**config.mk**
```make
export PLATFORM = sky130hd
export DESIGN_NAME = multu_seq_flat
export DESIGN_NICKNAME = d
export VERILOG_FILES = /design/src/rtl/cpu_pkg.sv /design/src/rtl/multu_seq_if.sv /design/src/rtl/multu_seq_hilo_reg.sv /design/src/rtl/multu_seq.sv /design/src/flat_wrapper.sv
export SDC_FILE = /design/constraint.sdc
export NUM_CORES = 1
export LEC_CHECK = 0
export CAP_MARGIN = 40
export CORE_ASPECT_RATIO = 0.6
export CORE_MARGIN = 8
export CORE_UTILIZATION = 57
export CTS_CLUSTER_SIZE = 20
export DETAILED_ROUTE_END_ITERATION = 6
export PLACE_DENSITY = 0.86
export REMOVE_ABC_BUFFERS = 1
export SLEW_MARGIN = 10
export SYNTH_ARGS = -nofsm -noshare
export SYNTH_HDL_FRONTEND = slang
export SYNTH_SLANG_ARGS = --single-unit
```
**constraint.sdc**
```tcl
create_clock -name clk -period 4.1 [get_ports clk]
set_clock_uncertainty 0.2 [all_clocks]
set_input_delay 1.025 -clock clk [delete_from_list [all_inputs] [get_ports clk]]
set_output_delay 1.025 -clock clk [all_outputs]
set_load 0.02 [all_outputs]
```
**src/rtl/cpu_pkg.sv**
```systemverilog
// Shared CPU definitions: multiplier status codes seen by the register file and
// hazard unit, the multiplier state set, and the default datapath width.
package cpu_pkg;

  localparam int MUL_WIDTH = 32;

  localparam logic [1:0] MUL_IDLE = 2'b00;
  localparam logic [1:0] MUL_RUN  = 2'b01;
  localparam logic [1:0] MUL_DONE = 2'b10;

  typedef enum logic [1:0] {
    IDLE = 2'd0,
    RUN  = 2'd1,
    DONE = 2'd2
  } mul_state_e;

endpackage

```
**src/rtl/multu_seq_if.sv**
```systemverilog
// EX-stage multiplier bundle: issue operands in, status and HI/LO read-back out.
interface multu_seq_if #(
  parameter int WIDTH = 32
);
  logic             start;
  logic [WIDTH-1:0] op_a;
  logic [WIDTH-1:0] op_b;
  logic             hilo_sel;
  logic [1:0]       mul;
  logic             busy;
  logic [WIDTH-1:0] hi;
  logic [WIDTH-1:0] lo;
  logic [WIDTH-1:0] hilo_out;

  modport master (
    output start, op_a, op_b, hilo_sel,
    input  mul, busy, hi, lo, hilo_out
  );

  modport slave (
    input  start, op_a, op_b, hilo_sel,
    output mul, busy, hi, lo, hilo_out
  );
endinterface

```
**src/rtl/multu_seq_hilo_reg.sv**
```systemverilog
// HI/LO architectural registers with a single load strobe and the MFHI/MFLO read mux.
module hilo_reg #(
  parameter int WIDTH = 32
) (
  input  logic             clk,
  input  logic             rst_n,
  input  logic             i_load,
  input  logic [WIDTH-1:0] i_hi,
  input  logic [WIDTH-1:0] i_lo,
  input  logic             i_sel,
  output logic [WIDTH-1:0] o_hi,
  output logic [WIDTH-1:0] o_lo,
  output logic [WIDTH-1:0] o_out
);

  logic [WIDTH-1:0] r_hi;
  logic [WIDTH-1:0] r_lo;

  always_ff @(posedge clk or negedge rst_n) begin
    if (!rst_n) begin
      r_hi <= '0;
      r_lo <= '0;
    end else if (i_load) begin
      r_hi <= i_hi;
      r_lo <= i_lo;
    end
  end

  assign o_hi  = r_hi;
  assign o_lo  = r_lo;
  assign o_out = i_sel ? r_hi : r_lo;

endmodule

```
**src/rtl/multu_seq.sv**
```systemverilog
// Shift-add unsigned multiplier: one partial-product step per cycle, WIDTH steps,
// then a single DONE cycle that commits the product into HI/LO.
module multu_seq
  import cpu_pkg::*;
#(
  parameter int WIDTH = MUL_WIDTH,
  parameter int CNT_W = 6
) (
  input  logic        clk,
  input  logic        rst_n,
  multu_seq_if.slave  bus
);

  // state   | meaning
  // S_IDLE  | waiting for a MULTU issue
  // S_RUN   | one shift-add iteration per cycle, stall requested
  // S_DONE  | product complete, HI/LO load on the leaving edge
  localparam logic [1:0] S_IDLE = IDLE;
  localparam logic [1:0] S_RUN  = RUN;
  localparam logic [1:0] S_DONE = DONE;

  logic [1:0]         r_state;
  logic [CNT_W-1:0]   r_cnt;
  logic [2*WIDTH-1:0] r_acc;
  logic [WIDTH-1:0]   r_mcand;
  logic [WIDTH:0]     w_sum;
  logic               w_last;
  logic               w_load;

  // Carry is kept in w_sum[WIDTH] and shifts into the top of the accumulator.
  always_comb begin
    w_sum = {1'b0, r_acc[2*WIDTH-1:WIDTH]};
    if (r_acc[0]) w_sum = w_sum + {1'b0, r_mcand};
  end

  assign w_last = (r_cnt == CNT_W'(WIDTH-1));

  always_ff @(posedge clk or negedge rst_n) begin
    if (!rst_n) begin
      r_state <= S_IDLE;
      r_cnt   <= '0;
      r_acc   <= '0;
      r_mcand <= '0;
    end else begin
      case (r_state)
        S_IDLE: begin
          if (bus.start) begin
            r_mcand <= bus.op_a;
            r_acc   <= {{WIDTH{1'b0}}, bus.op_b};
            r_cnt   <= '0;
            r_state <= S_RUN;
          end
        end
        S_RUN: begin
          r_acc <= {w_sum, r_acc[WIDTH-1:1]};
          r_cnt <= r_cnt + CNT_W'(1);
          if (w_last) r_state <= S_DONE;
        end
        S_DONE:  r_state <= S_IDLE;
        default: r_state <= S_IDLE;
      endcase
    end
  end

  assign w_load   = (r_state == S_DONE);
  assign bus.busy = (r_state == S_RUN);
  assign bus.mul  = (r_state == S_RUN)  ? MUL_RUN  :
                    (r_state == S_DONE) ? MUL_DONE : MUL_IDLE;

  hilo_reg #(.WIDTH(WIDTH)) u_hilo (
    .clk    (clk),
    .rst_n  (rst_n),
    .i_load (w_load),
    .i_hi   (r_acc[2*WIDTH-1:WIDTH]),
    .i_lo   (r_acc[WIDTH-1:0]),
    .i_sel  (bus.hilo_sel),
    .o_hi   (bus.hi),
    .o_lo   (bus.lo),
    .o_out  (bus.hilo_out)
  );

endmodule

```
**src/flat_wrapper.sv**
```systemverilog
// flat-port wrapper written by rule: the top's interface ports become plain ports
module multu_seq_flat import cpu_pkg::*;
#(
  parameter int WIDTH = MUL_WIDTH,
  parameter int CNT_W = 6
)
  (clk, rst_n, bus_start, bus_op_a, bus_op_b, bus_hilo_sel, bus_mul, bus_busy, bus_hi, bus_lo, bus_hilo_out);
  multu_seq_if #(.WIDTH(WIDTH)) bus_i ();
  input  logic clk;
  input  logic rst_n;
  input wire logic [$bits(bus_i.start)-1:0] bus_start;
  input wire logic [$bits(bus_i.op_a)-1:0] bus_op_a;
  input wire logic [$bits(bus_i.op_b)-1:0] bus_op_b;
  input wire logic [$bits(bus_i.hilo_sel)-1:0] bus_hilo_sel;
  output wire logic [$bits(bus_i.mul)-1:0] bus_mul;
  output wire logic [$bits(bus_i.busy)-1:0] bus_busy;
  output wire logic [$bits(bus_i.hi)-1:0] bus_hi;
  output wire logic [$bits(bus_i.lo)-1:0] bus_lo;
  output wire logic [$bits(bus_i.hilo_out)-1:0] bus_hilo_out;
  assign bus_i.start = bus_start;
  assign bus_i.op_a = bus_op_a;
  assign bus_i.op_b = bus_op_b;
  assign bus_i.hilo_sel = bus_hilo_sel;
  assign bus_mul = bus_i.mul;
  assign bus_busy = bus_i.busy;
  assign bus_hi = bus_i.hi;
  assign bus_lo = bus_i.lo;
  assign bus_hilo_out = bus_i.hilo_out;
  multu_seq #(.WIDTH(WIDTH), .CNT_W(CNT_W)) u_core (.clk(clk), .rst_n(rst_n), .bus(bus_i));
endmodule
```
Word-level counts from Yosys, hierarchy flattened
Index checks and enable logic that the tools add are counted.
Storage, ports and cells
  bits of input ports: 68
  logic and storage cells: 29
  bits in registers: 168
Operators by class
  mux-type cells: 11
  add/sub/neg operators: 2
  equality and inequality tests: 5
  reduce and logical (&&, ||, !) cells: 5
Operators by type and width (count)
  one-hot mux 64 bit (2 select lines): 1
  two-way mux 64 bit: 1
  adder 32 x 32 -> 33 bit: 1
  two-way mux 33 bit: 1
  two-way mux 32 bit: 1
  one-hot mux 6 bit (2 select lines): 1
  two-way mux 2 bit: 4
  adder 6 x 1 -> 6 bit (second input constant): 1
  == test 6 x 5 -> 1 bit (second input constant): 1
  two-way mux 6 bit: 1
  AND reduction 2 bit: 3
  one-hot mux 2 bit (2 select lines): 1
  == test 2 x 1 -> 1 bit (second input constant): 1
  == test 2 bit (second input constant): 1
  logical NOT 2 bit: 1
  inequality test 2 x 1 -> 1 bit (second input constant): 1
  inequality test 2 bit (second input constant): 1
  nonzero test 2 bit: 1

Depth between registers and ports, before layout
Gate-level depths: netlist of run 1.
  depth after elaboration: 3
  gate-level depth with buffers: 10

Modules after synthesis
A second synthesis of run 1 with hierarchy kept.
Unflattened totals
  cells, all modules: 807
  area total of the unflattened synthesis: 9327.7 µm²
Modules (own cells, without submodules)
  multu_seq: area each 6228.5 µm², sequential area each 2602.5 µm², instances 1, cells an instance 636
  hilo_reg: area each 3099.2 µm², sequential area each 1601.5 µm², instances 1, cells an instance 171

Worst setup path before layout of run 1
OpenSTA, ideal clock, no wires.
  path kind: in2out
  from: input port bus_hilo_sel
  to: output port bus_hilo_out[10]
  cell stages on the path: 3
  path slack: 906 ps
  required time: 2875 ps
  arrival: 1969 ps
  cell sequence: clkbuf_1 > buf_1 > mux2_2
On the way
  word-level cells in the longest chain between the ends: 1
Ends and longest elaborated chain
  start, declared: line flat_wrapper.sv:14  | input wire logic [$bits(bus_i.hilo_sel)-1:0] bus_hilo_sel;
  two-way mux 32 bit: line multu_seq_hilo_reg.sv:31  | assign o_out = i_sel ? r_hi : r_lo;
  end, declared: line flat_wrapper.sv:19  | output wire logic [$bits(bus_i.hilo_out)-1:0] bus_hilo_out;
Every way passes these cells.

Worst setup path in the final report of run 1
  from: input port bus_hilo_sel
  to: output port bus_hilo_out[9]
Same word-level chain as after synthesis.

==> results by group, run 1 <==
Status
  – Status: completed

Worst setup path
  – CP Max Fanout: 20
  – Required @ worst endpoint: approximately 2900 ps
  – Delay-heaviest family, CP: buffers and inverters
  – Crit path max-delay cell type: clkdlybuf4s50_1
  – Worst r2r src: u_core.r_acc[32]
  – Slowest cell delay on critical path: 540 ps
  – CP Launch Type: input port
  – Crit Path Class: input port to output port
  – Reg2reg path depth: 10
  – Crit. End Element: output port
  – R2R setup slack: 1000 ps
  – CP Cell Sequence: buf_2 > buf_12 > mux2_2 > clkdlybuf4s50_1
  – R2R Path End: u_core.r_acc[61]
  – CP arrival: 2450 ps
  – CP Buf/Inv Count: 3

Routing
  – DRC errors left: 0
  – Via count: 7061
  – Antenna viol nets, final: 0
  – Via-to-Cell Ratio: 6.09
  – Final WL: about 24000 um
  – DR WL/cell: ~21 um
  – Iter 0 DRT Violations: 803
  – Initial DRT Pass Iterations: 5

Clock network
  – Total CTS buffers: 17
  – CTS root buf: clkbuf_16
  – Clock buffer depth: 2
  – Setup bufs post-CTS: 0
  – Worst-path clk slew: 70 ps
  – Cts repair resizes: 0
  – Post-CTS Hold Buffers: 0
  – Clock sink count: roughly 170
  – Clock latency on the worst-skew pair: 430 ps
  – CTS tree: yes
  – CTS H-tree depth: 4

Power and ir drop
  – VDD IR-drop max: around 0.38 mV
  – Tot Pwr: 8.73 mW
  – Static Leakage: 4.71 nW
  – P per Cell Area: just under 800 nW/um2

Cells and area
  – Sequential cell area: between 4000 and 5000 um2
  – Final net count: around 1000
  – Multi-input logic area: 4320 um2
  – ANT cells: 0
  – # fillers: 1053
  – Synth-to-layout area growth: 28.2%
  – Final instance area: around 11000 um2
  – Fraction of layout cells with a size suffix above 1: 19.8%

Hold path
  – Hold EP: u_core.r_acc[5]
  – Hold Path Origin: u_core.r_acc[5]
  – Hold depth: 2
  – Hold Crit Class: register to register

Yosys
  – Post-Syn Area per Cell: roughly 11 um2
  – Post-synthesis instance total: roughly 800
  – Post-synthesis sequential area ratio: 48.1%
  – Cell variety after synth: 54
  – Mapped Area: 8730 um2
  – Synth Register Bits: 168
  – EDFF count, synth: 0
  – Yosys warns: 0
  – Prevailing post-synth register cell: dfrtp_1
  – Fraction of registers with async set/reset: 100%

Floorplanning
  – Die ar.: ~20000 um2
  – Die Width: 176 um
  – Die Span Y: 112 um
  – FP Rows: 35
  – Core ar.: 15200 um2
  – Starting Density: 57.6%
  – I/O pins: 167

GRT
  – Initial antenna violation count: 0
  – Largest net degree at the start of global routing: 87
  – First-pass GRT wire length: 38600 um
  – Overflow after GRT: 0
  – Vias in the first global route: approximately 6900
  – Total track usage: 24.7%

STA
  – Final hold violations: 0
  – Pins Over Slew Limit: 0
  – Fin Hold WS: 309 ps
  – F_max: 272 MHz
  – Tcrit/Tclk final: 89.6%
  – Setup-failing EPs final: 0
  – Max-slew headroom: a little under half
  – Least-Margin Pin Slew: ~800 ps
  – Fin crit period: roughly 3700 ps
  – RSZ-0062 raised after global routing: no

Placed design
  – DP HPWL: 18000 um
  – GPL Wtd Cong: 0.953
  – Placed Area: 10600 um2
  – Number of port buffers: 166

Run
  – Max-cap viol count: 0
==> worst reg2reg max path: cells and delay by family, from the launching register on <==
kind / cells / cell delay (ps)
compound gates: 5 / 1230
fa+ha+maj: 2 / 630
flops: 1 / 410
simple gates: 2 / 300
xor+xnor: 1 / 190
==> layout by cell type, fill, tap and decap left out, types with 14 or more instances in the layout <==
| master | instances |
|---|---|
| dfrtp_1 | 168 |
| xor2_1 | 15 |
| nor2_1 | 24 |
| clkbuf_16 | 17 |
| clkdlybuf4s50_1 | 164 |
| ha_1 | 33 |
| a22oi_1 | 51 |
| a21oi_1 | 41 |
| mux2_2 | 127 |
| xnor2_1 | 14 |
| o21ai_0 | 90 |
| nand2_1 | 73 |
==> sequential cells by signal (all words and copies together), names as in the netlist <==
name	flops
u_core.u_hilo.o_hi	32
u_core.u_hilo.o_lo	32
u_core.r_mcand	32
u_core.r_cnt	6
u_core.r_acc	64
u_core.r_state	2
==> power breakdown <==
part | switching, mW | internal [mW] | total [mW]
sequential | 0.663 | 2.23 | 2.89
combinational | 2.41 | 1.88 | 4.29
clock | 0.739 | 0.814 | 1.55
total | 3.81 | 4.92 | 8.73
==> stage by stage <==
stage | TNS [ps] | instances | worst slack [ps] | utilization [%]
after floorplan | -11880 | 746 | -350 | -
after CTS | 0 | 1159 | 425 | 73.9
after detailed placement | 0 | 1128 | 438 | 70.0
final | 0 | 1159 | 425 | 73.9
after global routing | 0 | 1159 | 367 | 73.9
after global placement | 0 | 1128 | 475 | 70.0
==> Yosys cell counts, types with 3 or more instances <==
library cell  count  area, um2
ha_1             33        413
nand2b_1          5       31.3
nand2_1          73        274
buf_1             4       15.0
xor2_1           15        131
a31oi_1           5       31.3
inv_1             8       30.0
nand3_1           6       30.0
o21a_1            3       22.5
mux2_2          127       1430
nor2b_1           4       25.0
clkbuf_1         44        165
o21bai_1          6       45.0
o21ai_0          90        450
nor3_1            7       35.0
and3_1            6       37.5
xnor2_1          14        123
nand4_1           8       50.1
a21o_1           10       75.1
o21ai_1           4       20.0
nor2_1           24       90.1
a22oi_1          51        383
mux2i_1           8       80.1
a21oi_1          41        205
dfrtp_1         168       4200
==> layout make-up <==
cell class	count	share of cell area (%)
Sequential cell	168	37.6
Clock inverter	14	1.45
Timing Repair Buffer	179	16.0
Clock buffer	17	3.80
Tap cell	203	2.27
Multi-Input combinational cell	569	38.6
Inverter	9	0.302
==> worst max-delay path by stage <==
stage / start / to / slack [ps] / depth (start not counted)
global placement: bus_hilo_sel / bus_hilo_out[6] / 480 / 4
finish: bus_hilo_sel / bus_hilo_out[9] / 420 / 4
global route: bus_hilo_sel / bus_hilo_out[9] / 370 / 4
floorplan: bus_start / u_core.r_mcand[0] / -350 / 3
detailed placement: bus_hilo_sel / bus_hilo_out[9] / 440 / 4
CTS: bus_hilo_sel / bus_hilo_out[9] / 430 / 4
==> cell families (layout without fill, tap and decap cells) <==
family | count (synthesis) | in the layout | synth area share [%]
xor gates and xnor gates | 29 | 29 | 2.91
buffers and inverters | 60 | 219 | 2.65
DFF | 168 | 168 | 48.1
adders and majority gates | 34 | 34 | 4.96
AOI/OAI and AO/OA | 235 | 235 | 17.2
muxes | 135 | 135 | 17.3
and+or+nand+nor | 136 | 136 | 6.83
==> routing by layer <==
| metal | wire, um | track usage, % | up-vias |
|---|---|---|---|
| li1 | - | - | 3219 |
| met3 | 2080 | 4.49 | 20 |
| met5 | 0 | 0 | - |
| met2 | 10500 | 36.1 | 311 |
| met1 | 11600 | 37.4 | 3511 |
| met4 | 174 | 5.34 | 0 |
Note: power is estimated with default switching activity, not from simulation.
==> run 2: changes to the inputs <==
--- a/config.mk
+++ b/config.mk
@@ -7,7 +7,7 @@
 export LEC_CHECK = 0
 export CAP_MARGIN = 40
 export CORE_ASPECT_RATIO = 0.6
-export CORE_MARGIN = 8
+export CORE_MARGIN = 2
 export CORE_UTILIZATION = 57
 export CTS_CLUSTER_SIZE = 20
 export DETAILED_ROUTE_END_ITERATION = 6
==> run 2 against run 1 <==
Net effect:
- global-route usage grew 4.8 points
- worst hold slack gained 0.68 ps
- wire length down 4.4%
- sequential power about the same
- sequential share of layout area increased by 0.10 points
- critical path depth unchanged
- via count rose by 0.76%
- sequential cell count did not move
- largest power group unchanged
- maximum frequency increased by 5.3%
- power fell by 0.46%
- setup slack improved by 180 ps
- critical endpoint is now bus_hilo_out[19]
- combinational power hardly changed
==> results by group, run 2 (synthesized netlist as in run 1, its figures left out) <==
STA
  – Setup_tns: 0 ps
  – Final hold violations: 0
  – Post-route setup slack: 609 ps
  – Max-slew headroom: about 42%
  – RSZ-0062 raised after global routing: no
  – Fin Hold WS: ~310 ps
  – Fin crit period: around 3500 ps
  – Tcrit/Tclk final: 85.2%
  – Least-Margin Pin Slew: approximately 870 ps
  – Setup-failing EPs final: 0
  – F_max: roughly 290 MHz
  – Pins Over Slew Limit: 0

Cells and area
  – # fillers: 984
  – Synth-to-layout area growth: 27.8%
  – Fraction of layout cells with a size suffix above 1: 19.9%
  – Post-Layout Cell Count: about 1200
  – Final net count: 1048
  – Final instance area: 11200 um2
  – Max FFs per register: 64
  – Most frequent cells in the layout: 168 x dfrtp_1, 164 x clkdlybuf4s50_1, 127 x mux2_2, 90 x o21ai_0, 73 x nand2_1
  – ANT cells: 0
  – Biggest register: u_core.r_acc
  – Commonest non-fill, non-tap cell in the layout: dfrtp_1
  – Fin util: about 76%

Clock network
  – Total CTS buffers: 17
  – Cts repair resizes: 0
  – CTS tree: yes
  – CTS root buf: clkbuf_16
  – Worst-path clk slew: 70 ps
  – Post-CTS Hold Buffers: 0
  – CTS H-tree depth: 4
  – Clock latency on the worst-skew pair: 430 ps
  – Clock sink count: 168
  – Clock buffer depth: 2
  – Setup bufs post-CTS: 0

Worst setup path
  – CP arrival: ~2300 ps
  – Crit. End Element: output port
  – Reg2reg path depth: 10
  – CP Launch Type: input port
  – Required @ worst endpoint: 2870 ps
  – CP Max Fanout: 32
  – Crit Path Class: input port to output port

Routing
  – DR WL/cell: 20.1 um
  – Via count: approximately 7000
  – Initial DRT Pass Iterations: 5
  – DRC errors left: 0
  – Final WL: 23300 um
  – Via-to-Cell Ratio: slightly above 6
  – Iter 0 DRT Violations: approximately 670
  – Antenna viol nets, final: 0

Placed design
  – Placed Area: 10600 um2
  – Number of instances in the placed design: 1125
  – DP HPWL: ~17000 um
  – Pre-CTS setup slack: 611 ps
  – Number of port buffers: 166
  – GPL Wtd Cong: about 0.92

Power and ir drop
  – Sequential Power Share: about 33%
  – P per Cell Area: 779 nW/um2
  – Power Internal: 4.92 mW
  – Net Sw Power: 3.78 mW
  – Tot Pwr: around 8.7 mW
  – Clock power frac: 17.6%
  – Switching share of power: 43.4%
  – Static Leakage: 4.70 nW
  – Combinational power share: 49.4%
  – VDD IR-drop max: 0.374 mV

GRT
  – Initial antenna violation count: 0
  – Overflow after GRT: 0
  – First-pass GRT wire length: 37500 um
  – Vias in the first global route: about 7000
  – Total track usage: 29.6%
  – Largest net degree at the start of global routing: 72

Floorplanning
  – Core ar.: about 15000 um2
  – I/O pins: 167
  – Starting Density: 59.3%
  – Die ar.: 16400 um2
  – Die Span Y: approximately 100 um
  – Die Width: 164 um
  – FP Rows: 34

Status
  – Status: completed

Hold path
  – Hold Crit Class: register to register
  – Hold depth: 1

Run
  – Max-cap viol count: 0
[run 2: cell types whose count changed in the layout (fill, tap and decap cells not counted), sizes merged]
cell and delta:
clkinvlp +3, clkbuf +1, buf +2, inv +3, clkinv -6
[run 2: area by class of cell]
class | count | area [um2] | share of cell area [%]
well taps | 198 | 248 | 2.22
flip-flops and latches | 168 | 4200 | 37.7
clock buffers | 18 | 429 | 3.84
clock inverters | 14 | 133 | 1.19
repair buffers | 181 | 1800 | 16.1
inverters | 9 | 33.8 | 0.303
multi-input cells | 569 | 4320 | 38.7
[run 2: final timing paths]
check	start	endpoint	slack (ps)
max	bus_hilo_sel	bus_hilo_out[19]	610
min	u_core.r_cnt[5]	u_core.r_state[1]	310
max reg2reg	u_core.r_acc[32]	u_core.r_acc[49]	950
min reg2reg	u_core.r_cnt[5]	u_core.r_state[1]	310
max in group asynchronous	rst_n	u_core.u_hilo.o_hi[29]	2420
min in group asynchronous	rst_n	u_core.r_mcand[5]	390
[run 2: critical path, stage by stage]
cell and delay (ps):
buf_2 100, buf_12 210, mux2_2 360, clkdlybuf4s50_1 550
[run 2: power groups by stage]
stage               registers (mW)  logic (mW)  clock network, mW
detailed placement            2.85        4.16                  0
global route                  2.93        4.72               1.62
floorplan                     2.70        2.96                  0
CTS                           2.83        4.22               1.55
finish                        2.87        4.29               1.53
global placement              2.82        4.07                  0
[run 2: per-layer routing]
layer  track usage (%)  share of wire [%]  vias up
li1                  -                  -     3237
met3              4.88                9.3       28
met1              47.1                 47     3504
met4              7.02                1.1        0
met5                 0                  0        -
met2              42.1                 42      346
